File: src/rtl/decoder38_pkg.sv
// Shared mode codes, FSM state encoding and one-hot helper for the 3->8 LED driver.
// Pure declarations: no logic, no latency, no flow control.
package decoder38_pkg;

  localparam logic [1:0] MODE_STATIC   = 2'b00;
  localparam logic [1:0] MODE_BLINK    = 2'b01;
  localparam logic [1:0] MODE_SWEEP_UP = 2'b10;
  localparam logic [1:0] MODE_SWEEP_DN = 2'b11;

  typedef enum logic {
    ST_IDLE = 1'b0,
    ST_RUN  = 1'b1
  } state_t;

  function automatic logic [7:0] onehot8(input logic [2:0] idx);
    return 8'(1) << idx;
  endfunction

endpackage

File: src/rtl/decoder38_led_driver_if.sv
// Control/display bundle between the controlling logic (master) and the LED driver (slave).
// Level signals plus single-cycle load/clr strobes; no handshake, the driver never stalls.
interface decoder38_led_driver_if;
  logic       en;
  logic       load;
  logic       clr;
  logic [2:0] code;
  logic [1:0] mode;
  logic [7:0] led;
  logic [2:0] pos;
  logic       flag;

  modport master (
    output en, load, clr, code, mode,
    input  led, pos, flag
  );

  modport slave (
    input  en, load, clr, code, mode,
    output led, pos, flag
  );
endinterface

File: src/rtl/tick_gen.sv
// Display-tick prescaler: counts 0..TICK_DIV-1 while run, tick is combinational on the last count.
// clr_cnt restarts the count and overrides run; with run low the count holds its value.
module tick_gen #(
  parameter int TICK_DIV = 5_000_000
) (
  input  logic clk,
  input  logic rst,
  input  logic run,
  input  logic clr_cnt,
  output logic tick
);

  localparam int CNT_W = $clog2(TICK_DIV);
  localparam logic [CNT_W-1:0] CNT_LAST = CNT_W'(TICK_DIV - 1);

  logic [CNT_W-1:0] cnt;

  assign tick = run && (cnt == CNT_LAST);

  always_ff @(posedge clk or posedge rst) begin
    if (rst) begin
      cnt <= '0;
    end else if (clr_cnt) begin
      cnt <= '0;
    end else if (run) begin
      cnt <= (cnt == CNT_LAST) ? '0 : cnt + CNT_W'(1);
    end
  end

endmodule

File: src/rtl/decoder38_led_driver.sv
// Latches a 3-bit code and drives one of 8 LEDs one-hot with static, blink and sweep modes.
// All outputs registered, one cycle from sampled inputs; never applies backpressure.
module decoder38_led_driver
  import decoder38_pkg::*;
#(
  parameter int TICK_DIV = 5_000_000
) (
  input  logic                          clk,
  input  logic                          rst,
  decoder38_led_driver_if.slave         bus
);

  state_t     state_q, state_d;
  logic [2:0] pos_q, pos_d;
  logic       phase_q, phase_d;
  logic [7:0] led_q, led_d;
  logic       flag_q, flag_d;
  logic       run;
  logic       do_load;
  logic       tick;

  assign run     = (state_q == ST_RUN) && bus.en;
  assign do_load = bus.load && !bus.clr;

  tick_gen #(
    .TICK_DIV (TICK_DIV)
  ) u_tick_gen (
    .clk     (clk),
    .rst     (rst),
    .run     (run),
    .clr_cnt (do_load),
    .tick    (tick)
  );

  always_comb begin
    state_d = state_q;
    pos_d   = pos_q;
    phase_d = phase_q;

    // clr beats load; load beats a coincident tick
    if (bus.clr) begin
      state_d = ST_IDLE;
      pos_d   = 3'd0;
    end else if (bus.load) begin
      state_d = ST_RUN;
      pos_d   = bus.code;
      phase_d = 1'b1;
    end else if (tick) begin
      unique case (bus.mode)
        MODE_BLINK:    phase_d = ~phase_q;
        MODE_SWEEP_UP: pos_d   = pos_q + 3'd1;
        MODE_SWEEP_DN: pos_d   = pos_q - 3'd1;
        default:       ;
      endcase
    end

    if (bus.mode != MODE_BLINK) begin
      phase_d = 1'b1;
    end

    flag_d = (state_d == ST_RUN) && bus.en;
    led_d  = (flag_d && phase_d) ? onehot8(pos_d) : 8'h00;
  end

  always_ff @(posedge clk or posedge rst) begin
    if (rst) begin
      state_q <= ST_IDLE;
      pos_q   <= 3'd0;
      phase_q <= 1'b1;
      led_q   <= 8'h00;
      flag_q  <= 1'b0;
    end else begin
      state_q <= state_d;
      pos_q   <= pos_d;
      phase_q <= phase_d;
      led_q   <= led_d;
      flag_q  <= flag_d;
    end
  end

  assign bus.led  = led_q;
  assign bus.pos  = pos_q;
  assign bus.flag = flag_q;

endmodule

File: src/flat_wrapper.sv
// flat-port wrapper written by rule: the top's interface ports become plain ports
module decoder38_led_driver_flat import decoder38_pkg::*;
#(
  parameter int TICK_DIV = 5_000_000
)
  (clk, rst, bus_en, bus_load, bus_clr, bus_code, bus_mode, bus_led, bus_pos, bus_flag);
  decoder38_led_driver_if bus_i ();
  input  logic clk;
  input  logic rst;
  input wire logic [$bits(bus_i.en)-1:0] bus_en;
  input wire logic [$bits(bus_i.load)-1:0] bus_load;
  input wire logic [$bits(bus_i.clr)-1:0] bus_clr;
  input wire logic [$bits(bus_i.code)-1:0] bus_code;
  input wire logic [$bits(bus_i.mode)-1:0] bus_mode;
  output wire logic [$bits(bus_i.led)-1:0] bus_led;
  output wire logic [$bits(bus_i.pos)-1:0] bus_pos;
  output wire logic [$bits(bus_i.flag)-1:0] bus_flag;
  assign bus_i.en = bus_en;
  assign bus_i.load = bus_load;
  assign bus_i.clr = bus_clr;
  assign bus_i.code = bus_code;
  assign bus_i.mode = bus_mode;
  assign bus_led = bus_i.led;
  assign bus_pos = bus_i.pos;
  assign bus_flag = bus_i.flag;
  decoder38_led_driver #(.TICK_DIV(TICK_DIV)) u_core (.clk(clk), .rst(rst), .bus(bus_i));
endmodule
File: config.mk
export PLATFORM = sky130hd
export DESIGN_NAME = decoder38_led_driver_flat
export DESIGN_NICKNAME = d
export VERILOG_FILES = /design/src/rtl/decoder38_pkg.sv /design/src/rtl/decoder38_led_driver_if.sv /design/src/rtl/tick_gen.sv /design/src/rtl/decoder38_led_driver.sv /design/src/flat_wrapper.sv
export SDC_FILE = /design/constraint.sdc
export NUM_CORES = 1
export LEC_CHECK = 0
export BUFFER_PORTS_ARGS = -buffer_cell sky130_fd_sc_hd__buf_2
export CORE_ASPECT_RATIO = 1.1
export CORE_MARGIN = 5
export CORE_UTILIZATION = 50
export DETAILED_ROUTE_END_ITERATION = 6
export GPL_ROUTABILITY_DRIVEN = 0
export PLACE_DENSITY = 0.72
export SLEW_MARGIN = 20
export SYNTH_ARGS = -nofsm -noshare
export SYNTH_HDL_FRONTEND = slang
export SYNTH_SLANG_ARGS = --single-unit
File: constraint.sdc
create_clock -name clk -period 2.4 [get_ports clk]
set_input_delay 0.48 -clock clk [delete_from_list [all_inputs] [get_ports clk]]
set_output_delay 0.48 -clock clk [all_outputs]
set_load 0.005 [all_outputs]
==> flow_results.xml <==
<?xml version="1.0" encoding="UTF-8"?>
<metrics>
  <group name="yosys">
    <metric name="synth_fp_nets" unit="">217</metric>
    <metric name="synth_top_area_share" unit="">0.459</metric>
    <metric name="synth_cell_types" unit="">43</metric>
    <metric name="synth.ff_latch_count" unit="">37</metric>
    <metric name="syn_area_per_cell" unit="um2">9.57</metric>
    <metric name="synth-seq-area-share" unit="">0.473</metric>
    <metric name="post-synth-top-count-cell" unit="">dfrtp_1</metric>
    <metric name="synth_cells" unit="">205</metric>
    <metric name="synth_common_cells" unit="">dfrtp_1 (36), nor2_1 (22), nand2_1 (15)</metric>
    <metric name="synth-edff-count" unit="">0</metric>
    <metric name="yosysWarningCount" unit="">0</metric>
    <metric name="post-synth-top-area-cell" unit="">dfrtp_1</metric>
    <metric name="top_ff_cell_synth" unit="">dfrtp_1</metric>
    <metric name="synthTopCellsByArea" unit="">dfrtp_1 (46%), xor2_1 (5.8%), nor2_1 (4.2%), nand4_1 (3.5%), nor4_1 (3.5%)</metric>
    <metric name="synth-async-reset-ratio" unit="">1.00</metric>
    <metric name="synth_area" unit="um2">1960</metric>
  </group>
  <group name="worst_setup_path">
    <metric name="path_buf_inv" unit="">1</metric>
    <metric name="cp_slowest_stage_delay" unit="ns">0.54</metric>
    <metric name="type_of_element_launching_the_critical_path" unit="">register</metric>
    <metric name="end_kind" unit="">register</metric>
    <metric name="critPathKind" unit="">register to register</metric>
    <metric name="crit_family" unit="">simple AND/OR/NAND/NOR gates</metric>
    <metric name="cp_cell_sequence" unit="">fa_1 -&gt; inv_1 -&gt; or4_1 -&gt; a311o_1 -&gt; nor4_1</metric>
    <metric name="worst-r2r-setup-slack" unit="ns">0.16</metric>
    <metric name="worst-endpoint-required" unit="ns">2.59</metric>
    <metric name="crit_arrival" unit="ns">2.43</metric>
    <metric name="critical_path_maximum_fanout" unit="">5</metric>
    <metric name="critPathSlowestCell" unit="">fa_1</metric>
  </group>
  <group name="routing">
    <metric name="post-route-drc-count" unit="">0</metric>
    <metric name="avgRoutedWirePerCell" unit="um">14.6</metric>
    <metric name="drtPass1Iterations" unit="">4</metric>
    <metric name="drt-initial-drc-count" unit="">132</metric>
    <metric name="routed_wl" unit="mm">4.31</metric>
    <metric name="via_density_per_instance" unit="">5.56</metric>
    <metric name="number_of_vias_after_detailed_routing" unit="">1645</metric>
    <metric name="drt.antenna.violating_nets" unit="">0</metric>
  </group>
  <group name="place">
    <metric name="place.port_buffers" unit="">21</metric>
    <metric name="dp_hpwl" unit="mm">3.07</metric>
    <metric name="place.detailed.instances" unit="">288</metric>
    <metric name="placed_area" unit="um2">2240</metric>
  </group>
  <group name="clocking">
    <metric name="cts-root-buf" unit="">clkbuf_8</metric>
    <metric name="cts.htree.levels" unit="">2</metric>
    <metric name="clk-insertion-delay-late" unit="ns">0.29</metric>
    <metric name="clk_path_buf_depth" unit="">2</metric>
    <metric name="cts_tree" unit="">built</metric>
    <metric name="tritoncts_num_sinks" unit="">37</metric>
    <metric name="post-cts-setup-buffers" unit="">0</metric>
    <metric name="tritoncts.num_buffers" unit="">5</metric>
    <metric name="clk_pin_slew" unit="ns">0.07</metric>
  </group>
  <group name="layout">
    <metric name="diodes" unit="">0</metric>
    <metric name="finish.utilization" unit="">0.629</metric>
    <metric name="area.growth.synth_to_final" unit="%">18.9</metric>
    <metric name="stdcell_count" unit="">296</metric>
    <metric name="postLayoutCellArea" unit="um2">2330</metric>
    <metric name="final_nets" unit="">257</metric>
    <metric name="share_of_cells_above_drive_strength_1" unit="">0.228</metric>
  </group>
  <group name="floorplan">
    <metric name="ioPinCount" unit="">22</metric>
    <metric name="placementRows" unit="">23</metric>
    <metric name="floorplan.die_area" unit="um2">5280</metric>
    <metric name="dieHeight" unit="um">75.7</metric>
    <metric name="width_of_the_die" unit="um">69.7</metric>
    <metric name="start_util" unit="">0.528</metric>
    <metric name="core_region_area" unit="um2">3710</metric>
  </group>
  <group name="timing">
    <metric name="tightestPinTransition" unit="ns">0.466</metric>
    <metric name="setup_viol" unit="">0</metric>
    <metric name="slew_headroom" unit="">0.689</metric>
    <metric name="timing.fmax" unit="GHz">0.447</metric>
    <metric name="timing.hold.ws" unit="ns">0.286</metric>
    <metric name="rsz0062_at_grt" unit="">no</metric>
    <metric name="fin_skew" unit="ns">0.00393</metric>
    <metric name="hold_viol" unit="">0</metric>
    <metric name="timing.final.max_slew_violations" unit="">0</metric>
    <metric name="min_period_over_period" unit="">0.933</metric>
    <metric name="fin_tns_setup" unit="ns">0</metric>
    <metric name="final.min_clock_period" unit="ns">2.24</metric>
  </group>
  <group name="global_routing">
    <metric name="vias_in_the_first_global_route" unit="">1619</metric>
    <metric name="global_route_wire_length_before_repair" unit="mm">7.58</metric>
    <metric name="antenna_found_initial" unit="">0</metric>
    <metric name="grtUsageTotal" unit="">0.185</metric>
    <metric name="overflow" unit="">0</metric>
    <metric name="pin_count_of_the_biggest_net_entering_global_routing" unit="">38</metric>
  </group>
  <group name="power_and_ir_drop">
    <metric name="cellPowerDensity" unit="nW/um2">503</metric>
    <metric name="power.leakage" unit="nW">1.10</metric>
    <metric name="peak_ir_drop_on_the_vdd_network" unit="mV">0.311</metric>
  </group>
  <group name="hold_path">
    <metric name="class_of_the_worst_hold_path" unit="">input port to asynchronous set/reset pin</metric>
  </group>
  <group name="run">
    <metric name="maxCapViolations" unit="">0</metric>
  </group>
  <group name="status">
    <metric name="status" unit="">complete, no violations</metric>
  </group>
</metrics>
-- where the power goes --
group	internal, W	leakage (nW)	switching (W)
Clock	0.000201	0.0450	0.000216
Sequential	0.000636	0.505	0.0000131
Combinational	0.0000416	0.546	0.0000665
-- metrics by stage --
step           total power, W  worst slack, ns
3_3_place_gp         0.000765           -0.138
6_report              0.00117            0.161
2_1_floorplan        0.000722           0.0331
3_5_place_dp         0.000768           -0.203
5_1_grt               0.00124           0.0368
4_1_cts               0.00118           0.0427
-- worst paths after layout --
check | from | to | cells past startpoint
worst max register to register | u_core.bus.pos[0] | u_core.bus.led[7] | 5
worst min-delay path | rst | u_core.u_tick_gen.cnt[13] | 3
worst min register to register | u_core.u_tick_gen.cnt[22] | u_core.u_tick_gen.cnt[22] | 1
worst max-delay path | u_core.bus.pos[0] | u_core.bus.led[7] | 5
max in group asynchronous | rst | u_core.phase_q | 3
min in group clk | bus_clr | u_core.state_q | 2
-- metal layers --
layer  global-route usage  vias to the layer above  routed length (um)
met3               0.0449                        4                 189
met4               0.0766                        0                  72
met2                0.313                       32                2020
li1                     -                      824                   -
met1                0.233                      785                2030
met5                    0                        -                   0
-- timing repair --
action / in CTS / in global routing
hold buffers: 0 / 0
endpoints found under the setup margin: 0 / 5
resized for setup: 0 / 3
-- flip-flops by register name, indices dropped and copies added (netlist names) --
register	cells
u_core.bus.pos	3
u_core.u_tick_gen.cnt	23
u_core.bus.led	8
u_core.bus.flag	1
u_core.state_q	1
u_core.phase_q	1
-- layout by cell type (no fill, tap or decap), types with 2 or more instances in the layout --
master and count:
nor2_1 22, a21oi_1 9, nand2b_1 3, buf_2 21, xnor2_1 2, or4_1 2, clkbuf_8 5, and4_1 2
nor3_1 2, nor2b_1 3, and2_1 8, a41oi_1 2, buf_4 18, nand3_1 10, and3_1 4, o31a_1 4
nor4_1 9, nand4_1 11, nand2_1 15, nor4_2 3, o21ai_0 6, xor2_1 13, o31ai_1 3, clkinv_2 2
inv_1 10, a31oi_1 4, dfrtp_1 35
-- tightest hold or removal path: cells and delay by family --
kind	cells	cell delay [ns]
buf+inv	3	0.52
-- cells by family after synthesis --
logic type	count (synthesis)	share of synthesized area
AO/OA/AOI/OAI	36	0.136
XOR/XNOR	15	0.0670
adder cells (fa/ha/maj)	2	0.0166
buffers and inverters	16	0.0332
flip-flops	37	0.473
multiplexers	1	0.00510
AND/OR/NAND/NOR	98	0.270
-- cell type report --
cell class	instances	area, um2
well taps	50	62.6
flip-flops and latches	37	928
multi-input cells	152	982
inverters	10	37.5
clock inverters	2	10.0
clock buffers	6	72.6
repair buffers	39	240
fillers	326	1380
Power figures use the tool's default switching activity.
